**src/rtl/ar_burst_reg.sv**
```systemverilog
// ar_burst_reg: parametrised address register for the basic-computer datapath.
// It supports load, increment/decrement by STEP, clear, and an autonomous burst
// that steps AR brLEN times with a busy/done handshake.
//
// Ports:
//   CLK      clock; all state changes on the rising edge
//   RST      synchronous active-high reset
//   arCLR    clear AR and arCOUT (also aborts a burst)
//   arLD     load AR from inAR (truncated or zero-extended to AW)
//   inAR     load data
//   arINR    AR += STEP (held if arDCR is also high)
//   arDCR    AR -= STEP (held if arINR is also high)
//   brSTART  start a burst of brLEN increments from the current AR
//   brLEN    burst step count (0 produces only a done pulse)
//   AR       address register
//   arCOUT   carry/borrow of the last step; cleared by load and clear
//   brBUSY   burst in progress
//   brDONE   one-cycle pulse when a burst completes
//
// Optional feature, macro AR_BOUND_EN:
//   It adds arLIM (inclusive upper bound) and arOOB (sticky out-of-bound flag).
//   A burst step that would pass arLIM, or would wrap, ends the burst early
//   and leaves AR unchanged.
module ar_burst_reg #(
  parameter int AW    = 12,
  parameter int IN_W  = 16,
  parameter int LEN_W = 8,
  parameter int STEP  = 1,
  parameter int SAT   = 0
) (
  input  logic             CLK,
  input  logic             RST,
  input  logic             arCLR,
  input  logic             arLD,
  input  logic [IN_W-1:0]  inAR,
  input  logic             arINR,
  input  logic             arDCR,
  input  logic             brSTART,
  input  logic [LEN_W-1:0] brLEN,
  output logic [AW-1:0]    AR,
  output logic             arCOUT,
  output logic             brBUSY,
  output logic             brDONE
`ifdef AR_BOUND_EN
  ,
  input  logic [AW-1:0]    arLIM,
  output logic             arOOB
`endif
);

  localparam logic [AW:0] STEP_X = (AW+1)'(STEP);
  localparam bit          SAT_ON = (SAT != 32'sd0);

  typedef enum logic [0:0] {IDLE = 1'b0, RUN = 1'b1} state_t;

  // Increment helper. It returns {carry, value} and applies saturation when enabled.
  function automatic logic [AW:0] inc_step(input logic [AW-1:0] a);
    logic [AW:0] sum;
    sum = {1'b0, a} + STEP_X;
    if (SAT_ON && sum[AW]) begin
      inc_step = {1'b1, {AW{1'b1}}};
    end else begin
      inc_step = sum;
    end
  endfunction

  // Decrement helper. It returns {borrow, value}. The MSB of the AW+1 bit
  // difference is the borrow, because STEP < 2**AW.
  function automatic logic [AW:0] dec_step(input logic [AW-1:0] a);
    logic [AW:0] diff;
    diff = {1'b0, a} - STEP_X;
    if (SAT_ON && diff[AW]) begin
      dec_step = {1'b1, {AW{1'b0}}};
    end else begin
      dec_step = diff;
    end
  endfunction

  state_t           state_r, state_nxt_s;
  logic [AW-1:0]    ar_r, ar_nxt_s;
  logic             cout_r, cout_nxt_s;
  logic [LEN_W-1:0] cnt_r, cnt_nxt_s;
  logic             done_r, done_nxt_s;
  logic [AW:0]      inc_res_s, dec_res_s;
  logic [AW-1:0]    ld_val_s;

  assign inc_res_s = inc_step(ar_r);
  assign dec_res_s = dec_step(ar_r);
  assign ld_val_s  = AW'(inAR);

`ifdef AR_BOUND_EN
  logic        oob_r, oob_nxt_s;
  logic [AW:0] raw_sum_s;
  logic        oob_hit_s;
  // The bound check uses the unsaturated sum, so a wrap counts as out of bound.
  assign raw_sum_s = {1'b0, ar_r} + STEP_X;
  assign oob_hit_s = raw_sum_s[AW] | (raw_sum_s[AW-1:0] > arLIM);
  assign arOOB     = oob_r;
`endif

  assign AR     = ar_r;
  assign arCOUT = cout_r;
  assign brBUSY = (state_r == RUN);
  assign brDONE = done_r;

  // Next-state logic: command priority while idle, and burst stepping while running.
  always_comb begin
    state_nxt_s = state_r;
    ar_nxt_s    = ar_r;
    cout_nxt_s  = cout_r;
    cnt_nxt_s   = cnt_r;
    done_nxt_s  = 1'b0;
`ifdef AR_BOUND_EN
    oob_nxt_s   = oob_r;
`endif
    case (state_r)
      IDLE: begin
        if (arCLR) begin
          ar_nxt_s   = {AW{1'b0}};
          cout_nxt_s = 1'b0;
`ifdef AR_BOUND_EN
          oob_nxt_s  = 1'b0;
`endif
        end else if (arLD) begin
          ar_nxt_s   = ld_val_s;
          cout_nxt_s = 1'b0;
`ifdef AR_BOUND_EN
          oob_nxt_s  = 1'b0;
`endif
        end else if (brSTART) begin
`ifdef AR_BOUND_EN
          oob_nxt_s = 1'b0;
`endif
          if (brLEN == {LEN_W{1'b0}}) begin
            done_nxt_s = 1'b1;
          end else begin
            state_nxt_s = RUN;
            cnt_nxt_s   = brLEN;
          end
        end else if (arINR ^ arDCR) begin
          if (arINR) begin
            {cout_nxt_s, ar_nxt_s} = inc_res_s;
          end else begin
            {cout_nxt_s, ar_nxt_s} = dec_res_s;
          end
        end else begin
          // No command, or arINR and arDCR together: hold the register.
          ar_nxt_s = ar_r;
        end
      end
      RUN: begin
        if (arCLR) begin
          // An abort returns to IDLE without a done pulse.
          state_nxt_s = IDLE;
          ar_nxt_s    = {AW{1'b0}};
          cout_nxt_s  = 1'b0;
          cnt_nxt_s   = {LEN_W{1'b0}};
`ifdef AR_BOUND_EN
          oob_nxt_s   = 1'b0;
        end else if (oob_hit_s) begin
          state_nxt_s = IDLE;
          cnt_nxt_s   = {LEN_W{1'b0}};
          done_nxt_s  = 1'b1;
          oob_nxt_s   = 1'b1;
`endif
        end else begin
          {cout_nxt_s, ar_nxt_s} = inc_res_s;
          cnt_nxt_s = cnt_r - LEN_W'(1'b1);
          if (cnt_r == LEN_W'(1'b1)) begin
            state_nxt_s = IDLE;
            done_nxt_s  = 1'b1;
          end else begin
            state_nxt_s = RUN;
          end
        end
      end
      default: begin
        state_nxt_s = IDLE;
        cnt_nxt_s   = {LEN_W{1'b0}};
      end
    endcase
  end

  // State and datapath registers, with synchronous reset.
  always_ff @(posedge CLK) begin
    if (RST) begin
      state_r <= IDLE;
      ar_r    <= {AW{1'b0}};
      cout_r  <= 1'b0;
      cnt_r   <= {LEN_W{1'b0}};
      done_r  <= 1'b0;
`ifdef AR_BOUND_EN
      oob_r   <= 1'b0;
`endif
    end else begin
      state_r <= state_nxt_s;
      ar_r    <= ar_nxt_s;
      cout_r  <= cout_nxt_s;
      cnt_r   <= cnt_nxt_s;
      done_r  <= done_nxt_s;
`ifdef AR_BOUND_EN
      oob_r   <= oob_nxt_s;
`endif
    end
  end

endmodule

```
**config.mk**
```make
export PLATFORM = sky130hd
export DESIGN_NAME = ar_burst_reg
export DESIGN_NICKNAME = d
export VERILOG_FILES = /design/src/rtl/ar_burst_reg.sv
export SDC_FILE = /design/constraint.sdc
export NUM_CORES = 1
export LEC_CHECK = 0
export CORE_MARGIN = 5
export CORE_UTILIZATION = 35
export CTS_BUF_LIST = sky130_fd_sc_hd__clkbuf_8
export DETAILED_ROUTE_END_ITERATION = 8
export PLACE_DENSITY = 0.7
export SLEW_MARGIN = 30
export SYNTH_ARGS = -nofsm -noshare
export SYNTH_HDL_FRONTEND = slang
export SYNTH_SLANG_ARGS = --single-unit
```
**constraint.sdc**
```tcl
create_clock -name CLK -period 1.8 [get_ports CLK]
set_input_delay 0.45 -clock CLK [delete_from_list [all_inputs] [get_ports CLK]]
set_output_delay 0.45 -clock CLK [all_outputs]
set_load 0.1 [all_outputs]
```
==> results of run 1 <==
## worst max-delay path, cell delays in order, from the launching register on
cell     delay, ns
dfxtp_1       0.32
or4_4         0.54
or4b_4        0.49
or2_1         0.25
a21oi_2       0.13
## layout make-up
class,count,area [um2]
fill,457,2150
multi-input combinational,196,1370
timing repair buffer,84,902
sequential,23,502
tap,70,87.6
inverter,10,42.5
clock buffer,3,41.3
clock inverter,1,6.26
## power groups by stage
| stage | logic (mW) | registers [mW] | clock network, mW |
|---|---|---|---|
| after detailed placement | 0.732 | 0.607 | 0 |
| after floorplan | 0.336 | 0.711 | 0 |
| after CTS | 0.747 | 0.596 | 0.365 |
| after global routing | 0.815 | 0.605 | 0.377 |
| final | 0.765 | 0.598 | 0.355 |
| after global placement | 0.719 | 0.606 | 0 |
## cell usage in the layout (no fill, tap or decap), types with 6 or more instances in the layout
cell / count
a21oi_1: 15
nor3_1: 8
dfxtp_1: 10
clkdlybuf4s50_1: 19
inv_1: 8
buf_4: 39
buf_12: 15
o21ai_0: 9
dfxtp_4: 10
o31ai_1: 6
nand4_1: 7
a22oi_1: 8
nor2_1: 28
xnor2_1: 9
nand2_1: 15
## sequential cells by signal, summed over array words and instances, names as in the netlist
name / cells
brDONE: 1
arCOUT: 1
cnt_r: 8
AR: 12
brBUSY: 1
## what timing repair did
item                                   4_1_cts  5_1_grt
resized for setup                           10       19
hold buffers                                 0        0
gates cloned                                 0        1
setup buffers                                2        0
pin swaps                                    0       11
endpoints found under the hold margin        0        0
setup endpoints to repair                   12       22
## worst max-delay path by stage
| stage | end | from | slack, ns | cells past startpoint |
|---|---|---|---|---|
| 2_1_floorplan | AR[8] | AR[0] | -0.14 | 8 |
| 3_3_place_gp | AR[8] | arINR | -0.39 | 6 |
| 3_5_place_dp | AR[8] | arINR | -0.41 | 6 |
| 4_1_cts | brDONE | cnt_r[2] | -0.02 | 4 |
| 5_1_grt | brDONE | cnt_r[3] | -0.008 | 4 |
| 6_report | brDONE | cnt_r[3] | 0.02 | 4 |
## metrics by stage
step / cells / setup WS, ns / hold slack (ns) / util / area, um2
after global routing: 387 / -0.00806 / 0.474 / 0.578 / 2950
after global placement: 380 / -0.389 / 0.484 / 0.544 / 2780
final: 387 / 0.0180 / 0.476 / 0.578 / 2950
after detailed placement: 380 / -0.407 / 0.479 / 0.544 / 2780
after CTS: 386 / -0.0233 / 0.501 / 0.563 / 2880
after floorplan: 251 / -0.137 / 0.458 / - / 1950
## metal layers
metal	GRT usage	wire length, um	up-vias
met2	0.317	3050	111
met3	0.0315	497	13
met4	0.0425	93	0
met5	0	0	-
met1	0.250	2680	1037
li1	-	-	1089
## kinds of logic (layout without fill, tap and decap cells)
kind of cell	Yosys count	after routing	synth area share
multiplexers	1	1	0.00609
AO/OA/AOI/OAI	79	79	0.304
flip-flops	23	23	0.249
AND/OR/NAND/NOR	97	97	0.274
XOR/XNOR	15	15	0.0711
buffers and inverters	32	98	0.0684
adder cells (fa/ha/maj)	4	4	0.0271
==> flow_metrics.env, run 1 <==
export IMPL_cp_data_arrival_time_ns=1.99
export IMPL_postRouteWirelength_mm=6.33
export IMPL_synth_top_area_cell="dfxtp_1"
export IMPL_antenna_found_initial=0
export IMPL_p_sw_mw=0.671
export IMPL_intPower_mw=1.05
export IMPL_synth_seq_area_share=0.249
export IMPL_synth_top_cells_by_count="nor2_1, dfxtp_1, a21oi_1, nand2_1, clkbuf_1"
export IMPL_end_kind="flip-flop"
export IMPL_critPathKind="flip-flop to flip-flop"
export IMPL_clkPwrFrac=0.207
export IMPL_synth_async_sr_flop_share=0
export IMPL_initial_core_util=0.362
export IMPL_cts_tree="built"
export IMPL_netlist_area_leader_share=0.249
export IMPL_combPwrFrac=0.445
export IMPL_finalHoldViolCount=0
export IMPL_via_per_inst=5.81
export IMPL_yosysMostFrequentCell="nor2_1"
export IMPL_status="completed"
export IMPL_cap_viol_max_count=0
export IMPL_dr_total_vias=2250
export IMPL_grt_max_degree=17
export IMPL_ys_flop_type="dfxtp_1"
export IMPL_leakagePower_nw=1.15
export IMPL_num_rows=26
export IMPL_fmax_ghz=0.561
export IMPL_hold_start="brLEN[7]"
export IMPL_finalCriticalPeriod_ns=1.78
export IMPL_core_mm2=0.00511
export IMPL_synth_avg_cell_area_um2=7.36
export IMPL_clock_sinks=23
export IMPL_antenna_cells=0
export IMPL_cp_max_fo=2
export IMPL_first_pass_iters=6
export IMPL_ys_warn_count=0
export IMPL_hold_path_class="input port to flip-flop"
export IMPL_timing_rr_start="cnt_r[3]"
export IMPL_antenna_left=0
export IMPL_port_buffers=41
export IMPL_start_kind="flip-flop"
export IMPL_totalPowerFinal_mw=1.72
export IMPL_ys_ff_latch=23
export IMPL_synth_nets=286
export IMPL_globalRoute_totalOverflow=0
export IMPL_routedWlPerCell_um=16.3
export IMPL_required_ns=2.01
export IMPL_ys_top_cells_by_area="dfxtp_1, nor2_1, xnor2_1, a21oi_1, a22oi_1"
export IMPL_area_delta_synth_final_pct=59.9
export IMPL_r2r_setup_slack_ns=0.02
export IMPL_finalCritPeriodShare=0.990
export IMPL_tns_ns=0
export IMPL_r2r_cells=4
export IMPL_first_global_vias=2085
export IMPL_drtIter0Drc=244
export IMPL_ir_drop_v=0.000318
export IMPL_clk_latency_ns=0.27
export IMPL_holdPathStages=3
export IMPL_cts_root_buf="clkbuf_8"
export IMPL_place_gp_congestion=0.923
export IMPL_syn_cell_area_mm2=0.00185
export IMPL_synth_edf_count=0
export IMPL_cts_reportedPaths_clkPinSlew_ns=0.10
export IMPL_pwr_share_seq=0.348
export IMPL_dieArea_mm2=0.00683
export IMPL_hpwl_mm=4.63
export IMPL_relSlewSlack=0.704
export IMPL_synth_cell_types=57
export IMPL_slew_viol_final=0
export IMPL_drcViolationCount=0
export IMPL_skew_ns=0.00165
export IMPL_die_h_um=82.7
export IMPL_tightest_slew_ns=0.442
export IMPL_grt_pass1_wl_mm=10.1
export IMPL_cts_inserted_buffers=3
export IMPL_syn_instance_count=251
export IMPL_die_w_um=82.7
export IMPL_drive_above_1_share=0.315
export IMPL_cts_htree_levels=1
export IMPL_finalSetupViolCount=0
export IMPL_grtUsageTotal=0.188
export IMPL_switching_share=0.391
export IMPL_rr_endpoint="brDONE"
export IMPL_power_density_mw_per_mm2=582
export IMPL_pin_count=46
export IMPL_rsz0062_at_grt="yes"
export IMPL_cts_buffer_depth=2
export IMPL_whs_endpoint="cnt_r[7]"
export IMPL_nets=353
No activity file was read; power rests on OpenSTA's default activity.
==> inputs of run 2 (changes only) <==
--- a/config.mk
+++ b/config.mk
@@ -5,6 +5,7 @@
 export SDC_FILE = /design/constraint.sdc
 export NUM_CORES = 1
 export LEC_CHECK = 0
+export CAP_MARGIN = 10
 export CORE_MARGIN = 5
 export CORE_UTILIZATION = 35
 export CTS_BUF_LIST = sky130_fd_sc_hd__clkbuf_8
==> results of run 2 <==
The final DEF is identical to that of run 1; final timing and power are the same.
==> RTL change 1 (config.mk and constraints of run 2) <==
The parameter `SAT` goes from 0 to 1.
--- a/src/rtl/ar_burst_reg.sv
+++ b/src/rtl/ar_burst_reg.sv
@@ -26,7 +26,7 @@
   parameter int IN_W  = 16,
   parameter int LEN_W = 8,
   parameter int STEP  = 1,
-  parameter int SAT   = 0
+  parameter int SAT   = 1
 ) (
   input  logic             CLK,
   input  logic             RST,
Check against the original RTL: not equivalent (Yosys sat finds a counterexample within 4 cycles, from zero or initial values and one cycle with RST high).
==> RTL change 1 against run 2 <==
  * The flow now finishes with violations (negative setup slack)
  * Wire length increased by 14%
  * Setup slack worse by 310 ps
  * Cell area increased by 13%
  * Total power increased by 2.8%
  * Sequential cell count unchanged
  * Largest power group unchanged
  * Final cell count is 12% higher
  * Area after synthesis grew 6.7%
  * Critical path depth rose by 1
==> RTL change 1: results (changes against run 2) <==
qor: detailed_routing.via_per_inst 5.84 [was 5.81]
qor: run_status.result_of_the_run finished with violations [was complete, no violations]
qor: worst_hold_path.worst_hold_path.num_cells 2 [was 3]
qor: sta.timing.final.ws_setup -290 ps [was 18.0 ps]
qor: power.peakVddDrop 0.336 mV [was 0.318 mV]
qor: critical_path.worst_r2r_endpoint AR[3]$_SDFFE_PP0P_ [was brDONE$_SDFF_PP0_]
qor: placed_design.post_placement_worst_setup_slack -427 ps [was -407 ps]
qor: placed_design.place.detailed.instances 427 [was 380]
qor: final_layout.final_nets 399 [was 353]
qor: detailed_routing.wl_per_cell 16.6 µm [was 16.3 µm]
qor: sta.report.final.setup_viol 12 [was 0]
qor: critical_path.arrival 2260 ps [was 1990 ps]
qor: sta.worst_slack_on_hold_paths 527 ps [was 476 ps]
qor: final_layout.multiInputGateArea 0.00151 mm² [was 0.00137 mm²]
qor: sta.final.setup.tns -2700 ps [was 0 ps]
qor: yosys.postSynthAreaPerCell 7.41 µm² [was 7.36 µm²]
qor: run_status.violations negative setup slack
qor: critical_path.timing.critical_path.slowest_cell_delay 560 ps [was 540 ps]
qor: critical_path.rr_startpoint AR[2]$_SDFFE_PP0P_ [was cnt_r[3]$_SDFFE_PP0P_]
qor: yosys.yosysSeqAreaShare 23.4% [was 24.9%]
qor: placed_design.routability_congestion_estimate 0.963 [was 0.923]
qor: global_routing.grt_pass1_wl 11.6 mm [was 10.1 mm]
qor: sta.tightest_slew 414 ps [was 442 ps]
qor: global_routing.maximum_number_of_pins_on_one_net_before_global_route_repair 15 [was 17]
qor: yosys.synth.area.top_cells sky130_fd_sc_hd__dfxtp_1 23%, sky130_fd_sc_hd__o21ai_0 4.8%, sky130_fd_sc_hd__nor2_1 4.8%, sky130_fd_sc_hd__a21oi_1 4.6%, sky130_fd_sc_hd__a221oi_1 4.0% [was sky130_fd_sc_hd__dfxtp_1 25%, sky130_fd_sc_hd__nor2_1 5.9%, sky130_fd_sc_hd__xnor2_1 4.7%, sky130_fd_sc_hd__a21oi_1 4.3%, sky130_fd_sc_hd__a22oi_1 3.2%]
qor: detailed_routing.drt_pre_antenna_iters 5 [was 6]
qor: yosys.synth_cell_count_leaders 25 x sky130_fd_sc_hd__nor2_1, 23 x sky130_fd_sc_hd__dfxtp_1, 19 x sky130_fd_sc_hd__nand2_1, 19 x sky130_fd_sc_hd__o21ai_0, 18 x sky130_fd_sc_hd__a21oi_1 [was 29 x sky130_fd_sc_hd__nor2_1, 23 x sky130_fd_sc_hd__dfxtp_1, 16 x sky130_fd_sc_hd__a21oi_1, 16 x sky130_fd_sc_hd__nand2_1, 14 x sky130_fd_sc_hd__clkbuf_1]
qor: global_routing.via_count_of_the_first_global_routing_pass 2,488 [was 2,085]
==> RTL change 1: cell count changes in the layout (fill, tap and decap cells not counted), moves of 5 or more <==
cell and delta:
sky130_fd_sc_hd__nand4_1 -6, sky130_fd_sc_hd__a221oi_1 +5, sky130_fd_sc_hd__a22oi_1 -5, sky130_fd_sc_hd__buf_4 +29, sky130_fd_sc_hd__inv_1 +7, sky130_fd_sc_hd__o21ai_0 +8
==> RTL change 1: cell families (layout without fill, tap and decap cells) <==
logic type                 Yosys count  after routing  share of synthesized area, %
adders and majority gates            4              4                          2.54
xor gates and xnor gates            16             16                          7.11
muxes                                4              4                          2.09
AOI/OAI and AO/OA                   91             91                          32.7
and+or+nand+nor                     93             93                          24.2
DFF                                 23             23                          23.4
buffers and inverters               35            132                          7.99
==> RTL change 1: power groups by stage <==
stage | clock network [mW] | logic (mW) | registers, mW
after global routing | 0.356 | 0.942 | 0.557
after global placement | 0 | 0.763 | 0.563
after floorplan | 0 | 0.338 | 0.674
after CTS | 0.339 | 0.820 | 0.552
final | 0.330 | 0.883 | 0.553
after detailed placement | 0 | 0.771 | 0.564
==> RTL change 1: how the worst max path moves through the flow <==
| stage | startpoint | end | slack [ps] | cells after the start |
|---|---|---|---|---|
| 6_report | AR[2]$_SDFFE_PP0P_ | AR[3]$_SDFFE_PP0P_ | -290 | 5 |
| 5_1_grt | AR[2]$_SDFFE_PP0P_ | AR[3]$_SDFFE_PP0P_ | -330 | 5 |
| 4_1_cts | AR[2]$_SDFFE_PP0P_ | AR[3]$_SDFFE_PP0P_ | -290 | 5 |
| 3_5_place_dp | arINR | AR[5]$_SDFFE_PP0P_ | -430 | 7 |
| 3_3_place_gp | arINR | AR[1]$_SDFFE_PP0P_ | -400 | 6 |
| 2_1_floorplan | AR[4]$_SDFFE_PP0P_ | AR[1]$_SDFFE_PP0P_ | -650 | 7 |
==> RTL change 1: area by class of cell <==
cell class	instances	area share [%]
Inverter	15	1.69
Clock inverter	1	0.113
Timing Repair Buffer	113	33.7
Multi-Input combinational cell	208	45.4
Clock buffer	3	1.24
Tap cell	72	2.71
Sequential cell	23	15.2
==> RTL change 1: repair_timing <==
action,4_1_cts,5_1_grt
resized for setup,11,26
cloned,0,1
pin swaps,1,9
setup buffers,1,2
endpoints found under the setup margin,13,18
hold endpoints to repair,0,0
==> RTL change 1: worst min-delay path, delay by kind of cell (launching register included) <==
family / cells / cell delay [ps]
and+or+nand+nor: 1 / 100
AOI/OAI and AO/OA: 1 / 50
DFF: 1 / 330
==> RTL change 1: metal layers <==
layer  track usage [%]  up-vias  part of all wire, %
li1                  -     1197                    -
met1              24.2     1192                   41
met2              33.1      130                   49
met3              3.01       23                  7.3
met4              5.47        0                  2.6
met5                 0        -                    0
==> RTL change 2 (flow settings as in run 2) <==
Without the edit above. Register the output `brBUSY`, without a reset; this adds one clock of latency there. The other outputs are not delayed to match.
--- a/src/rtl/ar_burst_reg.sv
+++ b/src/rtl/ar_burst_reg.sv
@@ -100,7 +100,9 @@
 
   assign AR     = ar_r;
   assign arCOUT = cout_r;
-  assign brBUSY = (state_r == RUN);
+  always_ff @(posedge CLK) begin
+    brBUSY <= (state_r == RUN);
+  end
   assign brDONE = done_r;
 
   // Next-state logic: command priority while idle, and burst stepping while running.
Formal check against the unedited RTL: not equivalent (Yosys sat finds a counterexample within 4 cycles, from zero or initial values and one cycle with RST high).
==> RTL change 2 against run 2 <==
  * The flow now finishes with violations (negative setup slack)
  * Sequential cell count rose by 1
  * Wire length grew 10%
  * Area after synthesis up 6.0%
  * Total power up 9.0%
  * Setup slack got worse by 110 ps
  * Cell area is 7.4% higher
  * Sequential share of layout area down 0.74 points
  * Synthesized cell count rose by 6.4%
  * Largest cell class unchanged
==> RTL change 2: results (changes against run 2) <==
qor: placed_design.dpl.hpwl 4.98 mm [was 4.63 mm]
qor: critical_path.worst_r2r_endpoint AR[5]$_SDFFE_PP0P_ [was brDONE$_SDFF_PP0_]
qor: detailed_routing.wl_per_cell 16.4 µm [was 16.3 µm]
qor: critical_path.rr_startpoint AR[1]$_SDFFE_PP0P_ [was cnt_r[3]$_SDFFE_PP0P_]
qor: worst_hold_path.worst_hold_path.num_cells 2 [was 3]
qor: yosys.mappedNetlistNets 302 [was 286]
qor: run_status.violations negative setup slack
qor: power.pwr-share-seq 31.7% [was 34.8%]
qor: power.power_spent_charging_and_discharging_nets 0.658 mW [was 0.671 mW]
qor: yosys.syn-instance-count 267 [was 251]
qor: critical_path.max_fanout_on_critical_path 4 [was 2]
qor: final_layout.finish.cell_count_without_fillers 423 [was 387]
qor: sta.finClkSkew 3.19 ps [was 1.65 ps]
qor: sta.report.final.setup_viol 6 [was 0]
qor: detailed_routing.drt_pre_antenna_iters 5 [was 6]
qor: global_routing.groute.layer.met3.usage 2.33% [was 3.15%]
qor: yosys.synth.area.top_cells sky130_fd_sc_hd__dfxtp_1 25%, sky130_fd_sc_hd__nor2_1 6.9%, sky130_fd_sc_hd__a21oi_1 4.9%, sky130_fd_sc_hd__nand2_1 4.2%, sky130_fd_sc_hd__o21ai_0 3.8% [was sky130_fd_sc_hd__dfxtp_1 25%, sky130_fd_sc_hd__nor2_1 5.9%, sky130_fd_sc_hd__xnor2_1 4.7%, sky130_fd_sc_hd__a21oi_1 4.3%, sky130_fd_sc_hd__a22oi_1 3.2%]
qor: detailed_routing.route.met3.wl 432 µm [was 497 µm]
qor: worst_hold_path.worstHoldPathType reg2reg [was in2reg]
qor: sta.tightest_slew 489 ps [was 442 ps]
qor: global_routing.routing_usage_on_met2 30.7% [was 31.7%]
qor: final_layout.fillerInstances 507 [was 457]
qor: run_status.result_of_the_run finished with violations [was complete, no violations]
qor: sta.timing.final.ws_setup -96.8 ps [was 18.0 ps]
qor: worst_hold_path.hold_end arCOUT$_SDFFE_PP0P_ [was cnt_r[7]$_SDFFE_PP0P_]
qor: power.peakVddDrop 0.458 mV [was 0.318 mV]
qor: global_routing.maximum_number_of_pins_on_one_net_before_global_route_repair 18 [was 17]
qor: detailed_routing.via_per_inst 5.78 [was 5.81]
qor: placed_design.place_area 0.00292 mm² [was 0.00278 mm²]
qor: detailed_routing.detailroute.wirelength.met2 3.30 mm [was 3.05 mm]
qor: placed_design.routability_congestion_estimate 0.977 [was 0.923]
qor: clock_network.cts-resized-gates 18 [was 10]
qor: clock_network.postCtsSetupRepairBufs 3 [was 2]
qor: yosys.yosysSeqAreaShare 24.5% [was 24.9%]
qor: sta.final.setup.tns -330 ps [was 0 ps]
qor: critical_path.reg2regPathDepth 5 [was 4]
qor: global_routing.grt.total_usage 18.2% [was 18.8%]
qor: worst_hold_path.min_from arCOUT$_SDFFE_PP0P_ [was brLEN[7]]
qor: final_layout.final_nets 387 [was 353]
-- RTL change 2: area by class of cell --
cell class / instances / area (µm²) / area share, %
clock buffers: 3 / 41.3 / 1.30
multi-input cells: 211 / 1440 / 45.5
clock inverters: 1 / 30.0 / 0.946
flip-flops and latches: 24 / 515 / 16.2
repair buffers: 101 / 1010 / 31.9
inverters: 11 / 41.3 / 1.30
well taps: 72 / 90.1 / 2.84
-- RTL change 2: stage by stage --
step           total power [mW]  worst slack, ps
3_5_place_dp               1.29             -438
6_report                   1.87            -96.8
5_1_grt                    1.95             -180
2_1_floorplan              1.00             -257
3_3_place_gp               1.28             -415
4_1_cts                    1.82            -77.5
-- RTL change 2: cells by family after synthesis --
| kind of cell | share of synthesized area, % |
|---|---|
| AND/OR/NAND/NOR | 27.1 |
| AO/OA/AOI/OAI | 30.4 |
| buffers and inverters | 9.32 |
| flip-flops | 24.5 |
| XOR/XNOR | 4.92 |
| adder cells (fa/ha/maj) | 2.55 |
| multiplexers | 1.15 |
